**src/rtl/multi_radix_hex_pkg.sv**
```systemverilog
// Shared constants and helpers for the radix/loser-tree index multiplier.
package multi_radix_hex_pkg;

  localparam int MUL_MIN_STAGE = 2;
  localparam int MUL_MAX_STAGE = 8;

  // Output narrowing policy encodings.
  localparam int MUL_WRAP = 0;
  localparam int MUL_SAT  = 1;

  // Each operand gains one extension bit, so the signed product is exact for any sign mix.
  function automatic int prod_width(input int a, input int b);
    return a + b + 2;
  endfunction

endpackage

```
**src/rtl/multi_radix_hex_loser_mul_narrow.sv**
```systemverilog
// Combinational narrowing of the exact product to the result width, with loss detection.
module multi_radix_hex_loser_mul_narrow
  import multi_radix_hex_pkg::*;
#(
  parameter int PW         = 31,
  parameter int W          = 15,
  parameter bit RES_SIGNED = 1'b1,
  parameter int SAT_MODE   = MUL_WRAP
) (
  input  logic signed [PW-1:0] prod_i,
  output logic [W-1:0]         res_o,
  output logic                 ovf_o
);

  logic         neg;
  logic [W-1:0] lo_lim, hi_lim;

  always_comb begin
    neg    = prod_i[PW-1];
    lo_lim = '0;
    hi_lim = '1;
    ovf_o  = 1'b0;
    // In range iff every bit above the kept field matches the field's sign (or is zero).
    if (RES_SIGNED) begin
      lo_lim[W-1] = 1'b1;
      hi_lim[W-1] = 1'b0;
      ovf_o       = (prod_i[PW-1:W-1] != {(PW-W+1){neg}});
    end else begin
      ovf_o       = (prod_i[PW-1:W] != '0);
    end
    res_o = prod_i[W-1:0];
    if (SAT_MODE == MUL_SAT && ovf_o) res_o = neg ? lo_lim : hi_lim;
  end

endmodule

```
**src/rtl/multi_radix_hex_loser_mul_pipe.sv**
```systemverilog
// Pipelined signed/unsigned multiplier with valid chain, clock enable and wrap/saturate narrowing.
module multi_radix_hex_loser_mul_pipe
  import multi_radix_hex_pkg::*;
#(
  parameter int ID          = 1,
  parameter int NUM_STAGE   = 4,
  parameter int din0_WIDTH  = 15,
  parameter int din1_WIDTH  = 14,
  parameter int dout_WIDTH  = 15,
  parameter int DIN0_SIGNED = 1,
  parameter int DIN1_SIGNED = 0,
  parameter int SAT_MODE    = MUL_WRAP
) (
  input  logic                  clk,
  input  logic                  reset,
  input  logic                  ce,
  input  logic                  din_valid,
  input  logic [din0_WIDTH-1:0] din0,
  input  logic [din1_WIDTH-1:0] din1,
  output logic                  dout_valid,
  output logic [dout_WIDTH-1:0] dout,
  output logic                  dout_ovf
);

  localparam int PW         = prod_width(din0_WIDTH, din1_WIDTH);
  localparam bit RES_SIGNED = (DIN0_SIGNED != 0) || (DIN1_SIGNED != 0);
  // Narrowed-result stage is stage 2 when NUM_STAGE=2, else stage 3; NDLY delay stages follow.
  localparam int NDLY       = (NUM_STAGE > MUL_MIN_STAGE) ? NUM_STAGE - 3 : 0;

  logic [NUM_STAGE:1]         vld_pipe;
  logic [din0_WIDTH-1:0]      a_q;
  logic [din1_WIDTH-1:0]      b_q;
  logic signed [din0_WIDTH:0] a_ext;
  logic signed [din1_WIDTH:0] b_ext;
  logic signed [PW-1:0]       prod_d, prod_src;
  logic [dout_WIDTH-1:0]      res_d;
  logic                       ovf_d;
  logic [dout_WIDTH-1:0]      res_q [0:NDLY];
  logic                       ovf_q [0:NDLY];
  logic [31:0]                unused_id;

  assign unused_id = 32'(ID);

  always_ff @(posedge clk) begin
    if (reset) begin
      vld_pipe <= '0;
      a_q      <= '0;
      b_q      <= '0;
    end else if (ce) begin
      vld_pipe <= {vld_pipe[NUM_STAGE-1:1], din_valid};
      a_q      <= din0;
      b_q      <= din1;
    end
  end

  assign a_ext  = {((DIN0_SIGNED != 0) & a_q[din0_WIDTH-1]), a_q};
  assign b_ext  = {((DIN1_SIGNED != 0) & b_q[din1_WIDTH-1]), b_q};
  assign prod_d = PW'(a_ext) * PW'(b_ext);

  if (NUM_STAGE > MUL_MIN_STAGE) begin : g_prod_reg
    logic signed [PW-1:0] prod_q;
    always_ff @(posedge clk) begin
      if (reset)   prod_q <= '0;
      else if (ce) prod_q <= prod_d;
    end
    assign prod_src = prod_q;
  end else begin : g_prod_comb
    assign prod_src = prod_d;
  end

  multi_radix_hex_loser_mul_narrow #(
    .PW         (PW),
    .W          (dout_WIDTH),
    .RES_SIGNED (RES_SIGNED),
    .SAT_MODE   (SAT_MODE)
  ) u_narrow (
    .prod_i (prod_src),
    .res_o  (res_d),
    .ovf_o  (ovf_d)
  );

  always_ff @(posedge clk) begin
    if (reset) begin
      res_q[0] <= '0;
      ovf_q[0] <= 1'b0;
    end else if (ce) begin
      res_q[0] <= res_d;
      ovf_q[0] <= ovf_d;
    end
  end

  for (genvar i = 1; i <= NDLY; i++) begin : g_dly
    always_ff @(posedge clk) begin
      if (reset) begin
        res_q[i] <= '0;
        ovf_q[i] <= 1'b0;
      end else if (ce) begin
        res_q[i] <= res_q[i-1];
        ovf_q[i] <= ovf_q[i-1];
      end
    end
  end

  assign dout_valid = vld_pipe[NUM_STAGE];
  assign dout       = res_q[NDLY];
  assign dout_ovf   = ovf_q[NDLY];

endmodule

```
**config.mk**
```make
export PLATFORM = sky130hd
export DESIGN_NAME = multi_radix_hex_loser_mul_pipe
export DESIGN_NICKNAME = d
export VERILOG_FILES = /design/src/rtl/multi_radix_hex_pkg.sv /design/src/rtl/multi_radix_hex_loser_mul_narrow.sv /design/src/rtl/multi_radix_hex_loser_mul_pipe.sv
export SDC_FILE = /design/constraint.sdc
export NUM_CORES = 1
export LEC_CHECK = 0
export CORE_UTILIZATION = 34
export DETAILED_ROUTE_END_ITERATION = 16
export HOLD_SLACK_MARGIN = 0.08
export RECOVER_POWER = 25
export SYNTH_ARGS = -nofsm -noshare
export SYNTH_HDL_FRONTEND = slang
export SYNTH_SLANG_ARGS = --single-unit
```
**constraint.sdc**
```tcl
create_clock -name clk -period 14.3 [get_ports clk]
set_input_delay 2.145 -clock clk [delete_from_list [all_inputs] [get_ports clk]]
set_output_delay 2.145 -clock clk [all_outputs]
set_load 0.01 [all_outputs]
```
* Word level (Yosys, flattened, before mapping)
Memories as Yosys holds them, arrays and structs flattened. Index checks and enable logic that the tools add are counted.
Storage, ports and cells: register bits 64, memory bits (writable) 32, output and inout bits 17, logic and storage cells 21, memories kept 2
Operators by class: multiply operators 1, equal/unequal tests 1, mux-type cells 9, bitwise gates (word level) 4
Memories:
- res_q | words 2, bits a word 15, rd ports 2, clocked after Yosys merged registers in 0, wr ports 2, line multi_radix_hex_loser_mul_pipe.sv:38 | logic [dout_WIDTH-1:0] res_q [0:NDLY];
- ovf_q | words 2, bits a word 1, rd ports 2, clocked after Yosys merged registers in 0, wr ports 2, line multi_radix_hex_loser_mul_pipe.sv:39 | logic ovf_q [0:NDLY];
Operators by type and width (number):
- 15-bit by 15-bit multiplier with 30-bit output | 1
- 15-bit two-way mux | 2
- 16-bit != test | 1
- 1-bit two-way mux | 7
- 1-bit OR | 4

* Logic depth before layout (Yosys ltp)
Gate-level depths: netlist of the first run.
depth in word-level cells 4, mapped depth 23, depth with buffers taken out 22

* Hierarchy
From an unflattened synthesis of the first run, not the netlist that was laid out.
Unflattened totals: cell total of the unflattened synthesis 1204, area total of the unflattened synthesis 11703.7 um^2
By module, submodules not included:
- multi_radix_hex_loser_mul_pipe | instances 1, cells each 1174, area an instance 11504.8 um^2, seq. area each 2222.1 um^2
- multi_radix_hex_loser_mul_narrow | instances 1, cells each 30, area an instance 198.9 um^2, seq. area each 0.0 um^2

* Worst setup path before layout of the first run
No wires, ideal clock.
path kind flip-flop to flip-flop, from reg b_q[0], to reg g_prod_reg.prod_q[29], arrival 5.696 ns, required time 14.168 ns, setup slack 8.472 ns, cell stages (with the launch flop) 21, path buffers 1, period minus slack after synthesis 5.828 ns, cells stage by stage dfxtp_1 -> clkbuf_1 -> nand2_1 -> inv_1 -> fa_1 -> inv_1 -> fa_1 -> fa_1 -> inv_1 -> fa_1 -> fa_1 -> fa_1 -> ha_1 -> or2_1 -> a21oi_1 -> nor2b_1 -> and3_1 -> a211o_1 -> a31oi_1 -> mux2i_1 -> a21oi_1
Between the ends: word-level cells in the longest chain between the ends 1
Ends and longest elaborated chain:
- start: declaration | line multi_radix_hex_loser_mul_pipe.sv:32 | logic [din1_WIDTH-1:0] b_q;
- start signal: assignment | line multi_radix_hex_loser_mul_pipe.sv:52 | b_q <= din1;
- 15-bit by 15-bit multiplier with 30-bit output | line multi_radix_hex_loser_mul_pipe.sv:58 | assign prod_d = PW'(a_ext) * PW'(b_ext);
- end signal: assignment | line multi_radix_hex_loser_mul_pipe.sv:64 | else if (ce) prod_q <= prod_d;
- end: declaration | line multi_radix_hex_loser_mul_pipe.sv:61 | logic signed [PW-1:0] prod_q;
Every way passes these cells. A chain may end at the register's enable or synchronous reset.

==> results of run 1 <==
worst min-delay path by stage:
stage,start,to,depth (start not counted)
after floorplan,g_prod_reg.prod_q[24]$_SDFFE_PP0P_,g_prod_reg.prod_q[24]$_SDFFE_PP0P_,2
after global placement,g_prod_reg.prod_q[0]$_SDFFE_PP0P_,g_prod_reg.prod_q[0]$_SDFFE_PP0P_,2
after detailed placement,g_prod_reg.prod_q[0]$_SDFFE_PP0P_,g_prod_reg.prod_q[0]$_SDFFE_PP0P_,2
after CTS,g_prod_reg.prod_q[0]$_SDFFE_PP0P_,g_prod_reg.prod_q[0]$_SDFFE_PP0P_,2
after global routing,g_prod_reg.prod_q[0]$_SDFFE_PP0P_,g_prod_reg.prod_q[0]$_SDFFE_PP0P_,2
final,g_prod_reg.prod_q[0]$_SDFFE_PP0P_,g_prod_reg.prod_q[0]$_SDFFE_PP0P_,2
final cells by class:
class | count | area [sq um]
clock inverters | 7 | 77.6
fillers | 3283 | 20200
inverters | 230 | 863
repair buffers | 51 | 494
well taps | 442 | 553
flip-flops and latches | 95 | 2220
multi-input cells | 804 | 8210
clock buffers | 9 | 225
per-layer routing:
layer	part of all wire (%)	up-vias	global-route usage, %
met4	2.0	2	4.85
met1	42	3932	18.7
met2	53	106	28.5
met3	2.8	37	2.15
met5	0.061	-	0
li1	-	3618	-
cells in the mapped netlist, drive strengths merged (4+ instances only):
cell	number	area share, %
nand4	5	0.27
o21ai	21	0.95
nand2	106	3.5
inv	230	7.5
fa	206	36
nor2	63	2.1
clkbuf	46	1.6
dfxtp	63	11
edfxtp	32	8.4
a211oi	7	0.54
o211ai	5	0.33
a21oi	25	1.1
and2	156	8.5
nand3	7	0.30
mux2i	49	4.3
a21o	6	0.41
ha	73	8.0
and3	4	0.22
xor2	11	0.84
o21bai	4	0.26
nor4	4	0.22
xnor2	20	1.5
nand2b	5	0.27
flip-flops by register name, indices dropped and copies added, names as in the netlist:
name and flops:
a_q 15, res_q 30, b_q 14, vld_pipe 4
g_prod_reg.prod_q 30, ovf_q 2
cells in the final DEF, fill, tap and decap left out, types with 7 or more instances in the layout:
| cell | count |
|---|---|
| clkbuf_16 | 9 |
| ha_1 | 73 |
| edfxtp_1 | 32 |
| mux2i_1 | 49 |
| nand2_1 | 106 |
| nand3_1 | 7 |
| clkdlybuf4s50_1 | 47 |
| xor2_1 | 11 |
| dfxtp_1 | 63 |
| a21oi_1 | 24 |
| o21ai_0 | 19 |
| xnor2_1 | 20 |
| and2_1 | 156 |
| nor2_1 | 63 |
| inv_1 | 230 |
| fa_1 | 206 |
cell families after synthesis:
logic type | synth area share (%)
flip-flops | 19.3
XOR/XNOR | 2.36
AND/OR/NAND/NOR | 16.0
AO/OA/AOI/OAI | 4.96
adder cells (fa/ha/maj) | 43.9
multiplexers | 4.27
buffers and inverters | 9.24
power groups by stage:
stage | Clock, uW | Sequential, uW | Combinational, uW
global route | 269 | 338 | 317
CTS | 259 | 334 | 279
finish | 250 | 334 | 275
floorplan | 0 | 319 | 214
detailed placement | 0 | 340 | 277
global placement | 0 | 339 | 271
critical path: stages:
cell and delay (ps):
clkbuf_1 2860, nor2_1 1010, inv_1 200, buf_4 390
through the flow:
step / hold slack, ps / utilization [%] / instances / power, uW / setup slack (ps)
after floorplan: 441 / - / 1177 / 533 / 8470
after global placement: 459 / 37.6 / 1622 / 610 / 8130
after detailed placement: 463 / 37.6 / 1622 / 617 / 7990
after CTS: 477 / 38.5 / 1638 / 872 / 7950
after global routing: 492 / 38.5 / 1638 / 924 / 7000
final: 474 / 38.5 / 1638 / 859 / 7650
==> summary.md, run 1 <==
| Metric | Value |
|---|---|
| I/O pin total | 50 |
| DRT iter0 DRCs | 390 |
| First-pass GRT wire length | 41400 um |
| Fin crit period | 6650 ps |
| Largest net degree at the start of global routing | 62 |
| Routed WL per cell | 15.0 um |
| CTS tree | built |
| Worst r2r src | a_q[14]$_SDFFE_PP0P_ |
| Post-CTS setup repair buffer count | 0 |
| Yosys Warn Count | 0 |
| Final setup TNS | 0 ps |
| Status | finished, violations left |
| Worst-path clk slew | 70 ps |
| Pint | 548 uW |
| Max Slew Vio Count | 62 |
| Period utilization | 46.5% |
| Hpwl dp | 19500 um |
| Max Freq | 0.150 GHz |
| Nets@finish | 1503 |
| Clk root buf | clkbuf_16 |
| Total Routed Length | 24600 um |
| DR pass1 iterations | 4 |
| Dpl cell area | 0.0123 sq mm |
| FFs w/ async S/R, synth | 0% |
| Core Area | 0.0329 sq mm |
| Worst Reg2Reg Path Length in Cells | 19 |
| Worst-case clock buffer depth | 2 |
| Gate power share | 32.0% |
| PwrDens | 67.9 mW/mm^2 |
| Avg Synthesized Cell Area | 9.76 sq um |
| Worst setup path start | ce |
| Syn Nets | 1489 |
| Max IR drop VDD | 0.0453 mV |
| Worst R2R End | g_prod_reg.prod_q[29]$_SDFFE_PP0P_ |
| Vias in the first global route | 8071 |
| Number of diodes | 0 |
| Post-synth EDFFs | 32 |
| Worst setup SP type | input pin |
| Initial core utilization | 34.9% |
| # rows | 66 |
| Post-Syn Area | 0.0115 sq mm |
| Crit path kind | input pin to flop |
| RD Place Congestion | 0.811 |
| Layout cell share with drive strength beyond 1 | 2.68% |
| Main synth FF type | dfxtp_1 |
| Antenna violations before repair | 1 |
| Die Height | 186 um |
| Share of total power in sequential cells | 38.9% |
| Clock skew | 19.5 ps |
| Seq/Total Area, Yosys | 19.3% |
| Reg2Reg Setup Slack | 7950 ps |
| Clock buffer count from CTS | 9 |
| Via count | 7695 |
| Max-Cap Viols | 1 |
| Via density | 4.70 |
| Die Wd | 186 um |
| Clk_lat worst skew | 370 ps |
| H-tree Lvls | 3 |
| WP data arrival | 6670 ps |
| P_sw | 311 uW |
| Min-delay worst type | flop to flop |
| CTS resizes | 0 |
| Finished Cell Area | 0.0126 sq mm |
| Crit-path max FO | 61 |
| Violated checks | capacitance limit, slew limit |
| Remaining global-route overflow | 0 |
| Capture point of the critical path | res_q[0][2]$_SDFFCE_PN0P_ |
| Power share of the clock group | 29.1% |
| FF+latch count, synth | 95 |
| IO Port Bufs | 49 |
| DRC | 0 |
| Die ar. | 0.0345 sq mm |
| Crit. End Element | flop |
| Unique cell type count in the Yosys netlist | 53 |
| Gr usage total | 15.6% |
| Slew HR | -177% |
| Worst Tran Pin Value | 4160 ps |
| CTS Hold Bufs | 0 |
| ANT nets after route | 0 |
| Cells after Synth | 1177 |
| Clock sink count | 95 |
| Sw frac | 36.2% |
| Synth-to-layout area growth | 10.1% |
| Worst Path Required | 14310 ps |
| RSZ-0062 raised after global routing | false |
| Final setup violating endpoints | 0 |
| Hold Violations, Final | 0 |
| Static Leakage | 0.00623 uW |
Power figures use the tool's default switching activity.
==> run 2: changes to the inputs <==
- clock period: 14.3 -> 6.5 ns (I/O delays scaled with it)
==> run 2 against run 1 <==
Against the previous run: the flow still finishes with violations (capacitance limit, slew limit); hold slack lost 2.2 ps; sequential power grew 120%; die area is the same; combinational power grew 120%; design area grew 0.50%; clock-buffer cell count is the same; core utilization grew 0.19 points; clock power grew 110%; sequential cell count is the same; sequential share of layout area is essentially flat; largest cell class unchanged.
==> summary.md, run 2 (synthesis gave the netlist of run 1 again) <==
| Metric | Value |
|---|---|
| Min-delay worst type | flop to flop |
| Sw frac | 35.6% (-0.56 points) |
| Crit. End Element | flop |
| Worst Path Required | 6720 ps (-7590 ps) |
| CP bufs+invs | 1 (-2) |
| Max-Cap Viols | 1 (unchanged) |
| Static Leakage | 0.00628 uW (+0.80%) |
| Layout cell share with drive strength beyond 1 | 3.90% (+1.2 points) |
| Power share of the clock group | 28.4% (-0.7 points) |
| P_sw | 667 uW (+110%) |
| Max Slew Vio Count | 62 (unchanged) |
| Die ar. | 0.0345 sq mm (unchanged) |
| DRC | 0 (unchanged) |
| Total Routed Length | 24100 um (-2.1%) |
| Final setup TNS | 0 ps (unchanged) |
| Slowest CP cell | dfxtp_1 |
| H-tree Lvls | 3 (unchanged) |
| Core Area | 0.0329 sq mm (unchanged) |
| Worst setup SP type | flop |
| Worst-path clk slew | 70 ps (about the same) |
| Remaining global-route overflow | 0 (unchanged) |
| Max incr delay on CP | 780 ps (-2080 ps) |
| Slew HR | -176% (+1.0 points) |
| Die Wd | 186 um (unchanged) |
| Antenna violations before repair | 1 (unchanged) |
| Max Freq | 0.163 GHz |
| Most frequent CP cell | fa_1 |
| Synth-to-layout area growth | 10.6% |
| Violated checks | capacitance limit, slew limit |
| Leading cell type in the layout, fill and taps excluded | inv_1 |
| Status | finished, violations left |
| Share of total power in sequential cells | 38.8% (about the same) |
| Fin crit period | 6140 ps |
| Gate power share | 32.8% (+0.8 points) |
| Vias in the first global route | 8067 (-0.050%) |
| Largest net degree at the start of global routing | 62 (unchanged) |
| Clock sink count | 95 (unchanged) |
| DR pass1 iterations | 5 (+1) |
| Clk_lat worst skew | 360 ps (about the same) |
| Clk root buf | clkbuf_16 |
| RSZ-0062 raised after global routing | false |
| Critical path, cell by cell | nand2_1, fa_1, inv_1, fa_1, fa_1, fa_1, fa_1, fa_1, ha_1, or2_1, a21oi_1, nor2b_1, and3_1, a211o_1, a31oi_1, mux2i_1, a21oi_1 |
| Die Height | 186 um (unchanged) |
| Max IR drop VDD | 0.134 mV (+200%) |
| I/O pin total | 50 (unchanged) |
| Nets@finish | 1512 (+0.60%) |
| CTS resizes | 0 (unchanged) |
| # rows | 66 (unchanged) |
| CTS Hold Bufs | 0 (unchanged) |
| Commonest non-fill, non-tap cells in the layout | inv_1, fa_1, and2_1 |
| RD Place Congestion | 0.812 (+0.15%) |
| Post-CTS setup repair buffer count | 0 (unchanged) |
| First-pass GRT wire length | 40900 um (-1.3%) |
| Via density | 4.64 (-1.3%) |
| Crit-path max FO | 16 (-74%) |
| WP data arrival | 6360 ps (-310 ps) |
| IO Port Bufs | 49 (unchanged) |
| Period utilization | 94.5% |
| DRT iter0 DRCs | 328 (-16%) |
| ANT nets after route | 0 (unchanged) |
| Worst Tran Pin Value | 4140 ps (-15.1 ps) |
| Final setup violating endpoints | 0 (unchanged) |
| Clock skew | 6.25 ps (-13.2 ps) |
| Initial core utilization | 34.9% (unchanged) |
| Top Registers | g_prod_reg.prod_q: 30 flops, res_q: 30 flops, a_q: 15 flops |
| CTS tree | built |
| Worst-case clock buffer depth | 2 (unchanged) |
| Hold slack | 471 ps (-2.20 ps) |
| Hpwl dp | 19400 um (-0.72%) |
| Via count | 7639 (-0.73%) |
| Gr usage total | 15.2% (-0.33 points) |
| Crit path kind | flop to flop |
| PwrDens | 147 mW/mm^2 (+120%) |
| Pint | 1200 uW (+120%) |
| Hold Violations, Final | 0 (unchanged) |
| Critical path's top delay family | adder cells |
| Clock buffer count from CTS | 9 (unchanged) |
| Final cell count without fillers | 1648 (+0.61%) |
| Routed WL per cell | 14.6 um (-2.7%) |
| Placed cell count | 1631 (+0.55%) |
[run 2: changes by cell type in the layout (fill, tap and decap cells not counted), sizes merged]
cell / previous run / this run
buf: 3 / 12
clkdlybuf4s50: 47 / 46
clkinvlp: 1 / 0
diode: 0 / 1
dlygate4sd3: 0 / 1
inv: 233 / 234
[run 2: per-stage QoR]
| step | worst slack [ps] | cell area [sq um] | power, uW | utilization [%] |
|---|---|---|---|---|
| after floorplan | 672 | 11500 | 1170 | - |
| after global placement | 329 | 12400 | 1350 | 37.8 |
| after CTS | 149 | 12700 | 1900 | 38.6 |
| after detailed placement | 183 | 12400 | 1360 | 37.8 |
| final | 360 | 12700 | 1870 | 38.7 |
| after global routing | 33.8 | 12700 | 2010 | 38.7 |
[run 2: tightest hold or removal path: cells and delay by family, from the launching register on]
family / cells / cell delay (ps)
flip-flops: 1 / 310
AND/OR/NAND/NOR: 1 / 60
AO/OA/AOI/OAI: 1 / 60
[run 2: routing by layer]
layer | up-vias | share of wire, % | wire length [um] | track usage (%)
met4 | 0 | 1.6 | 383 | 4.13
met5 | - | 0 | 0 | 0
met1 | 3895 | 43 | 10400 | 19.3
met3 | 21 | 2.3 | 552 | 1.49
met2 | 86 | 53 | 12800 | 27.5
li1 | 3637 | - | - | -
[run 2: power groups by stage]
| stage | sequential (uW) | combinational (uW) | clock [uW] |
|---|---|---|---|
| global route | 735 | 710 | 569 |
| detailed placement | 740 | 621 | 0 |
| finish | 727 | 614 | 532 |
| CTS | 726 | 626 | 550 |
| floorplan | 702 | 471 | 0 |
| global placement | 738 | 608 | 0 |
[run 2: worst paths after layout]
check	depth (start not counted)	slack, ps	start	to
hold reg to reg	2	470	g_prod_reg.prod_q[0]$_SDFFE_PP0P_	g_prod_reg.prod_q[0]$_SDFFE_PP0P_
setup reg to reg	17	360	b_q[9]$_SDFFE_PP0P_	g_prod_reg.prod_q[29]$_SDFFE_PP0P_
hold / removal	2	470	g_prod_reg.prod_q[0]$_SDFFE_PP0P_	g_prod_reg.prod_q[0]$_SDFFE_PP0P_
setup / recovery	17	360	b_q[9]$_SDFFE_PP0P_	g_prod_reg.prod_q[29]$_SDFFE_PP0P_
[run 2: final cells by class]
class | count | area, sq um
diodes | 1 | 2.50
inverters | 230 | 863
well taps | 442 | 553
repair buffers | 60 | 562
clock inverters | 7 | 61.3
fillers | 3352 | 20200
multi-input cells | 804 | 8210
clock buffers | 9 | 225
flip-flops and latches | 95 | 2230
